### src/rtl/serial_subtractor_pkg.sv
// Shared state encodings and sizing helper for the bit-serial subtractor.
package serial_subtractor_pkg;

    localparam logic [1:0] ST_IDLE = 2'd0;
    localparam logic [1:0] ST_RUN  = 2'd1;
    localparam logic [1:0] ST_DONE = 2'd2;

    // 2'd3 is left unnamed on purpose; the FSM treats it as illegal and recovers to IDLE.
    typedef enum logic [1:0] {
        IDLE = ST_IDLE,
        RUN  = ST_RUN,
        DONE = ST_DONE
    } state_t;

    function automatic int cnt_width(input int width);
        return (width > 1) ? $clog2(width) : 1;
    endfunction

endpackage

### src/rtl/serial_subtractor_half_subtractor.sv
// One-bit half subtractor in gate-primitive form, the borrow-side twin of half_adder.
module half_subtractor (
    output wire diff,
    output wire bout,
    input  wire a,
    input  wire b
);

    wire a_n;

    xor u_xor (diff, a, b);
    not u_not (a_n, a);
    and u_and (bout, a_n, b);

endmodule

### src/rtl/serial_subtractor.sv
// Bit-serial unsigned subtractor: a - b, LSB first, one bit per clock, valid/ready on both sides.
module serial_subtractor
    import serial_subtractor_pkg::*;
#(
    parameter int WIDTH = 8
) (
    input  logic             clk,
    input  logic             rst_n,
    input  logic             in_valid,
    output logic             in_ready,
    input  logic [WIDTH-1:0] a,
    input  logic [WIDTH-1:0] b,
    output logic             out_valid,
    input  logic             out_ready,
    output logic [WIDTH-1:0] diff,
    output logic             borrow
);

    localparam int CNT_W = cnt_width(WIDTH);
    localparam logic [CNT_W-1:0] LAST_BIT = CNT_W'(WIDTH - 1);

    state_t           state;
    logic [WIDTH-1:0] sa;
    logic [WIDTH-1:0] sb;
    logic [CNT_W-1:0] cnt;
    logic             bw;

    logic d1;
    logic b1;
    logic d;
    logic b2;
    logic bw_next;

    // Full subtractor from two half cells; the running borrow feeds the second cell.
    half_subtractor u_hs_ab (
        .diff (d1),
        .bout (b1),
        .a    (sa[0]),
        .b    (sb[0])
    );

    half_subtractor u_hs_bw (
        .diff (d),
        .bout (b2),
        .a    (d1),
        .b    (bw)
    );

    assign bw_next   = b1 | b2;
    assign in_ready  = (state == IDLE);
    assign out_valid = (state == DONE);

    always_ff @(posedge clk or negedge rst_n) begin
        if (!rst_n) begin
            state  <= IDLE;
            sa     <= '0;
            sb     <= '0;
            cnt    <= '0;
            bw     <= 1'b0;
            diff   <= '0;
            borrow <= 1'b0;
        end else begin
            case (state)
                IDLE: begin
                    if (in_valid) begin
                        sa    <= a;
                        sb    <= b;
                        bw    <= 1'b0;
                        cnt   <= '0;
                        state <= RUN;
                    end
                end
                RUN: begin
                    sa   <= sa >> 1;
                    sb   <= sb >> 1;
                    diff <= {d, diff[WIDTH-1:1]};
                    bw   <= bw_next;
                    cnt  <= cnt + CNT_W'(1);
                    if (cnt == LAST_BIT) begin
                        borrow <= bw_next;
                        state  <= DONE;
                    end
                end
                DONE: begin
                    if (out_ready) begin
                        state <= IDLE;
                    end
                end
                default: state <= IDLE;
            endcase
        end
    end

endmodule
### config.mk
export PLATFORM = sky130hd
export DESIGN_NAME = serial_subtractor
export DESIGN_NICKNAME = d
export VERILOG_FILES = /design/src/rtl/serial_subtractor_pkg.sv /design/src/rtl/serial_subtractor_half_subtractor.sv /design/src/rtl/serial_subtractor.sv
export SDC_FILE = /design/constraint.sdc
export NUM_CORES = 1
export LEC_CHECK = 0
export CAP_MARGIN = 20
export CORE_ASPECT_RATIO = 0.8
export CORE_UTILIZATION = 50
export DETAILED_ROUTE_END_ITERATION = 7
export GPL_TIMING_DRIVEN = 0
export PLACE_DENSITY = 0.78
export SETUP_SLACK_MARGIN = 0.4
export SYNTH_ARGS = -nofsm -noshare
export SYNTH_HDL_FRONTEND = slang
export SYNTH_SLANG_ARGS = --single-unit
### constraint.sdc
create_clock -name clk -period 1.9 [get_ports clk]
set_clock_uncertainty 0.1 [all_clocks]
set_input_delay 0.57 -clock clk [delete_from_list [all_inputs] [get_ports clk]]
set_output_delay 0.57 -clock clk [all_outputs]
set_load 0.1 [all_outputs]
==> results of run 1 <==
flip-flops by register name, summed over array words and instances, names as in the netlist:
signal	cells
diff	8
sa	8
sb	8
cnt	3
state	2
borrow	1
bw	1
final cells by class:
cell class              count  area [um2]
multi-input cells          67         712
plain buffers              10         116
repair buffers             52         626
well taps                  38        47.5
clock buffers               6        82.6
fillers                   112         324
inverters                  14        56.3
clock inverters             2        35.0
flip-flops and latches     31         787
stage by stage:
step,power [W],utilization [%],TNS [ns],area (um2),worst slack [ns]
floorplan,0.00284,-,0,1520,0.0504
global placement,0.00328,66.9,-18.59,1860,-0.778
detailed placement,0.00337,67.9,-7.00,1890,-0.795
CTS,0.00463,82.7,-0.0726,2300,-0.0557
global route,0.00525,88.4,-0.213,2460,-0.128
finish,0.00506,88.4,-0.186,2460,-0.113
synthesized netlist by cell type (all sizes together):
cell type  instances  area, um2
mux2i              2       20.0
o221a              3       33.8
and2b              1       7.51
nor2               1       3.75
nand3b             1       7.51
or4b               3       30.0
fa                 1       20.0
a32o               1       10.0
and2               1       6.26
a22o               2       17.5
nor3b              9       67.6
o22ai              1       6.26
a221o              1       10.0
a222oi             3       30.0
o21ba              1       10.0
clkbuf             2       7.51
mux2               8       90.1
nand2b             4       32.5
a211oi             8       60.1
o21ai              1       5.00
inv               14       52.6
dfrtp             31        776
ha                 2       25.0
nor4b              8       70.1
o21bai             1       11.3
buf                8       46.3
nor2b              3       18.8
a21oi              1       5.00
critical path, stage by stage (launching register included):
cell and delay, ns:
dfrtp_1 0.42, buf_6 0.14, buf_6 0.11, nand2b_4 0.14
clkinvlp_4 0.07, buf_12 0.16
per-layer routing:
layer,track usage (%),up-vias,routed length (um),share of wire [%]
li1,-,561,-,-
met1,34.3,679,1940,41
met2,44.6,85,2200,47
met3,8.64,17,407,8.7
met4,13.2,0,146,3.1
met5,0,-,0,0
what timing repair did:
item                                    CTS  global route
gates resized for setup                 121            23
gates cloned                              0             2
pin swaps                                10             4
endpoints found under the setup margin   35            51
buffers inserted                         14             5
worst max-delay path by stage:
stage                     slack (ns)         to     start
after CTS                      -0.06  out_valid  state[0]
after detailed placement       -0.80  out_valid  state[1]
after floorplan                 0.05  out_valid  state[0]
final                          -0.11  out_valid  state[0]
after global routing           -0.13  out_valid  state[0]
after global placement         -0.78  out_valid  state[0]
power by group through the flow:
stage | registers, W | logic (W) | clock network [W]
2_1_floorplan | 0.00185 | 0.000987 | 0
3_5_place_dp | 0.00119 | 0.00218 | 0
5_1_grt | 0.00129 | 0.00324 | 0.000721
6_report | 0.00126 | 0.00312 | 0.000689
3_3_place_gp | 0.00117 | 0.00212 | 0
4_1_cts | 0.00123 | 0.00273 | 0.000681
cells by family (layout without fill, tap and decap cells):
group	count (synthesis)	count (layout)
flops	31	31
simple gates	31	31
buf+inv	24	84
compound gates	23	23
mux	10	10
fa+ha+maj	3	3
==> key figures, run 1 <==
Status
  • Status: complete, but fails checks
  • Violated checks: negative setup slack

STA
  • Final worst path period need: 2.01 ns
  • Final hold slack: 0.244 ns
  • Fmax: 497 MHz
  • Final Hold Fails: 0
  • Endpoints failing setup: 2
  • Actual slew at the worst max-slew pin: 0.805 ns
  • Pins over their slew limit: 0
  • Fin crit share: 106%
  • Relative slew slack: 46.3%
  • Final worst slack: -0.113 ns
  • RSZ-0062 raised after global routing: yes

Placed design
  • Placed Instances: 191
  • # port buffers: 30
  • RePlAce Congestion: 0.750
  • Post-DP HPWL: 2.34 mm

Synthesis
  • Main combinational cell family by area after synthesis: simple AND/OR/NAND/NOR gates
  • Mean Syn Cell Area: 12.1 um2
  • Unique cell type count in the Yosys netlist: 30
  • Post-Synth XOR/XNOR Area: 0%
  • Adder-Cell Fraction of Synth Area: 3.04%
  • Mux cell area share after synthesis: 7.44%
  • Synthesized instance count: 122
  • Post-Synth Simple-Gate Area: 16.5%
  • Yosys Warn Count: 0
  • Mapped cell area: 1480 um2
  • Yosys reg bits: 31
  • Seq/Total Area, Yosys: 52.4%
  • Syn Nets: 145
  • Synth Area in Compound Gates: 13.4%

CTS
  • Number of CTS-inserted buffers: 5
  • Clock-pin slew on the worst setup and hold paths: 0.08 ns
  • Worst-Skew Late Latency: 0.30 ns
  • Maximum clock path buffer count: 2
  • CTS tree: done
  • Clock sinks: 31
  • H-Tree Depth: 2
  • Post-CTS Hold Buffers: 0
  • Root Driver: clkbuf_8

Worst setup path
  • WP data required: 1.23 ns
  • Critical Path Source Type: flip-flop
  • Worst Setup Path Type: flip-flop to primary output
  • CP Data Arrival Time: 1.34 ns
  • Reg2Reg Capture Point: sb[5]
  • R2r setup slk: 0.10 ns
  • Worst setup EP type: primary output
  • CP max FO: 2
  • Reg2Reg Depth: 6
  • Reg2reg start: state[0]

Floorplan
  • Initial Utilization: 53.1%
  • Core area: 2790 um2
  • Die Footprint: 3180 um2
  • Die Span Y: 50.7 um
  • Row cnt: 17
  • Chip width: 62.8 um
  • Io pins: 31

Global routing
  • Largest net degree at the start of global routing: 17
  • First-pass GRT wire length: 6.35 mm
  • Gr ovfl total: 0
  • Vias in the first global route: 1303
  • Gr usage total: 27.7%
  • Initial antenna violation count: 0

Detailed routing
  • Total wire length: 4.69 mm
  • DR pass1 iterations: 5
  • Post-route ant nets: 0
  • Routed wire per std cell: 21.3 um
  • Post-route DRC: 0
  • Routed vias: 1342
  • DR iter-0 viols: 108
  • Vias/cell: 6.10

Power and ir drop
  • Clk pwr share: 13.6%
  • Leak Pwr: 1.10 nW
  • Combinational power share: 61.6%
  • Psw: 0.00220 W
  • Net Sw Frac: 43.5%
  • PwrDens: 2060 nW/um2
  • P_int: 0.00286 W
  • Flop pwr share: 24.8%
  • Peak VDD IR: 0.00157 V

Flow run
  • Max Cap Violations: 0

Layout
  • Commonest cells after routing, fill and taps aside: dfrtp_1 (22), clkdlybuf4s50_1 (17), buf_4 (17)
  • Commonest non-fill, non-tap cell in the layout: dfrtp_1
  • Fin cells: 220
  • Nets@finish: 204
  • Layout area overhead: 66.4%
  • Number of diodes: 0
  • Ratio of cells with drive above 1 in the final layout: 48.4%

Worst hold path
  • HP Class: input pin to async pin
Power figures use the tool's default switching activity.
==> run 2, diff against run 1 <==
--- a/config.mk
+++ b/config.mk
@@ -7,10 +7,11 @@
 export LEC_CHECK = 0
 export CAP_MARGIN = 20
 export CORE_ASPECT_RATIO = 0.8
-export CORE_UTILIZATION = 50
+export CORE_UTILIZATION = 60
 export DETAILED_ROUTE_END_ITERATION = 7
+export DONT_BUFFER_PORTS = 1
 export GPL_TIMING_DRIVEN = 0
-export PLACE_DENSITY = 0.78
+export PLACE_DENSITY = 0.76
 export SETUP_SLACK_MARGIN = 0.4
 export SYNTH_ARGS = -nofsm -noshare
 export SYNTH_HDL_FRONTEND = slang
==> key figures, run 2 (synthesis gave the netlist of run 1 again) <==
Floorplan
  • Initial Utilization: 66.3%
  • Die Span Y: 46.4 um
  • Die Footprint: 2670 um2
  • Chip width: 57.5 um
  • Row cnt: 15
  • Core area: 2230 um2
  • Io pins: 31

Detailed routing
  • Vias/cell: 6.36
  • DR pass1 iterations: 4
  • DR iter-0 viols: 40
  • Routed vias: 1056
  • Post-route DRC: 0
  • Total wire length: 3.10 mm
  • Post-route ant nets: 0
  • Routed wire per std cell: 18.7 um

CTS
  • Clock-pin slew on the worst setup and hold paths: 0.09 ns
  • Worst-Skew Late Latency: 0.32 ns
  • CTS tree: done
  • H-Tree Depth: 2
  • Clock sinks: 31
  • Maximum clock path buffer count: 2
  • Number of CTS-inserted buffers: 5
  • Root Driver: clkbuf_4

Placed design
  • Post-DP Area: 1550 um2
  • Post-DP HPWL: 1.97 mm
  • # port buffers: 0
  • RePlAce Congestion: 0.772

Worst setup path
  • CP max FO: 6
  • Critical Path Source Type: flip-flop
  • Worst path top cell family by delay: simple AND/OR/NAND/NOR gates
  • CP cell instances: buf_6, nor2_4
  • WP data required: 1.23 ns
  • Critical path buffers and inverters: 1
  • Worst Setup Path Type: flip-flop to primary output
  • Slowest stage delay, CP: 0.58 ns
  • Worst setup EP type: primary output
  • CP Data Arrival Time: 1.44 ns
  • Critical-path top delay cell: nor2_4

Status
  • Status: complete, but fails checks
  • Violated checks: negative setup slack

Worst hold path
  • HP Class: input pin to flip-flop

STA
  • RSZ-0062 raised after global routing: yes
  • Final hold slack: 0.247 ns
  • Actual slew at the worst max-slew pin: 0.736 ns
  • Final worst slack: -0.209 ns
  • Pins over their slew limit: 0
  • Fmax: 474 MHz
  • Endpoints failing setup: 2
  • Fin crit share: 111%
  • Relative slew slack: 50.8%
  • Final Hold Fails: 0
  • Final worst path period need: 2.11 ns

Layout
  • Final core utilization: 81.9%
  • Nets@finish: 163
  • Commonest cells after routing, fill and taps aside: dfrtp_1 (22), inv_1 (13), nor3b_1 (9), dfrtp_4 (9), buf_4 (9)
  • Largest regs: diff: 8 flops, sa: 8 flops, sb: 8 flops
  • Ratio of cells with drive above 1 in the final layout: 44.0%
  • Finished Cell Area: 1830 um2
  • Number of diodes: 0
  • Layout area overhead: 23.6%
  • Commonest non-fill, non-tap cell in the layout: dfrtp_1

Global routing
  • Largest net degree at the start of global routing: 32
  • Gr ovfl total: 0
  • Initial antenna violation count: 0
  • First-pass GRT wire length: 4.70 mm
  • Vias in the first global route: 953
  • Gr usage total: 25.2%

Flow run
  • Max Cap Violations: 0
[run 2: path summary, 6_finish.rpt]
check	cells after the start	from	slack, ns	endpoint
max	2	state[0]	-0.21	in_ready
min	1	out_ready	0.25	state[1]
min reg2reg	1	cnt[1]	0.42	cnt[1]
max in group asynchronous	2	rst_n	0.93	diff[4]
max reg2reg	3	state[0]	0.35	sb[0]
min in group asynchronous	2	rst_n	0.57	diff[6]
[run 2: metal layers]
metal	part of all wire, %	vias up	track usage [%]
li1	-	482	-
met1	46	544	36.2
met2	48	28	36.5
met3	5.2	2	8.43
met4	0.39	0	7.32
met5	0	-	0
[run 2: cell type report]
class                           count  area (um2)
Fill cell                         119         404
Inverter                           14        56.3
Sequential cell                    31         810
Tap cell                           25        31.3
Multi-Input combinational cell     67         684
Timing Repair Buffer               11        97.6
Clock buffer                        5        37.5
Buffer                             10        97.6
Clock inverter                      3        15.0
[run 2: metrics by stage]
| stage | TNS [ns] | std cells | setup WS [ns] |
|---|---|---|---|
| floorplan | 0 | 122 | 0.0504 |
| global placement | -0.00744 | 147 | -0.00744 |
| detailed placement | -0.0138 | 147 | -0.0138 |
| CTS | -0.403 | 164 | -0.210 |
| global route | -0.501 | 166 | -0.261 |
| finish | -0.417 | 166 | -0.209 |
[run 2: timing repair]
| item | in CTS | in global routing |
|---|---|---|
| endpoints found under the setup margin | 16 | 35 |
| hold endpoints to repair | 31 | 0 |
| gates resized for setup | 19 | 17 |
| hold buffers | 2 | 0 |
| buffers inserted | 7 | 2 |
| pin swaps | 3 | 3 |
Power of run 2 is not shown: default switching activity piles up to over one toggle a cycle in this logic, so the estimate is an artifact.
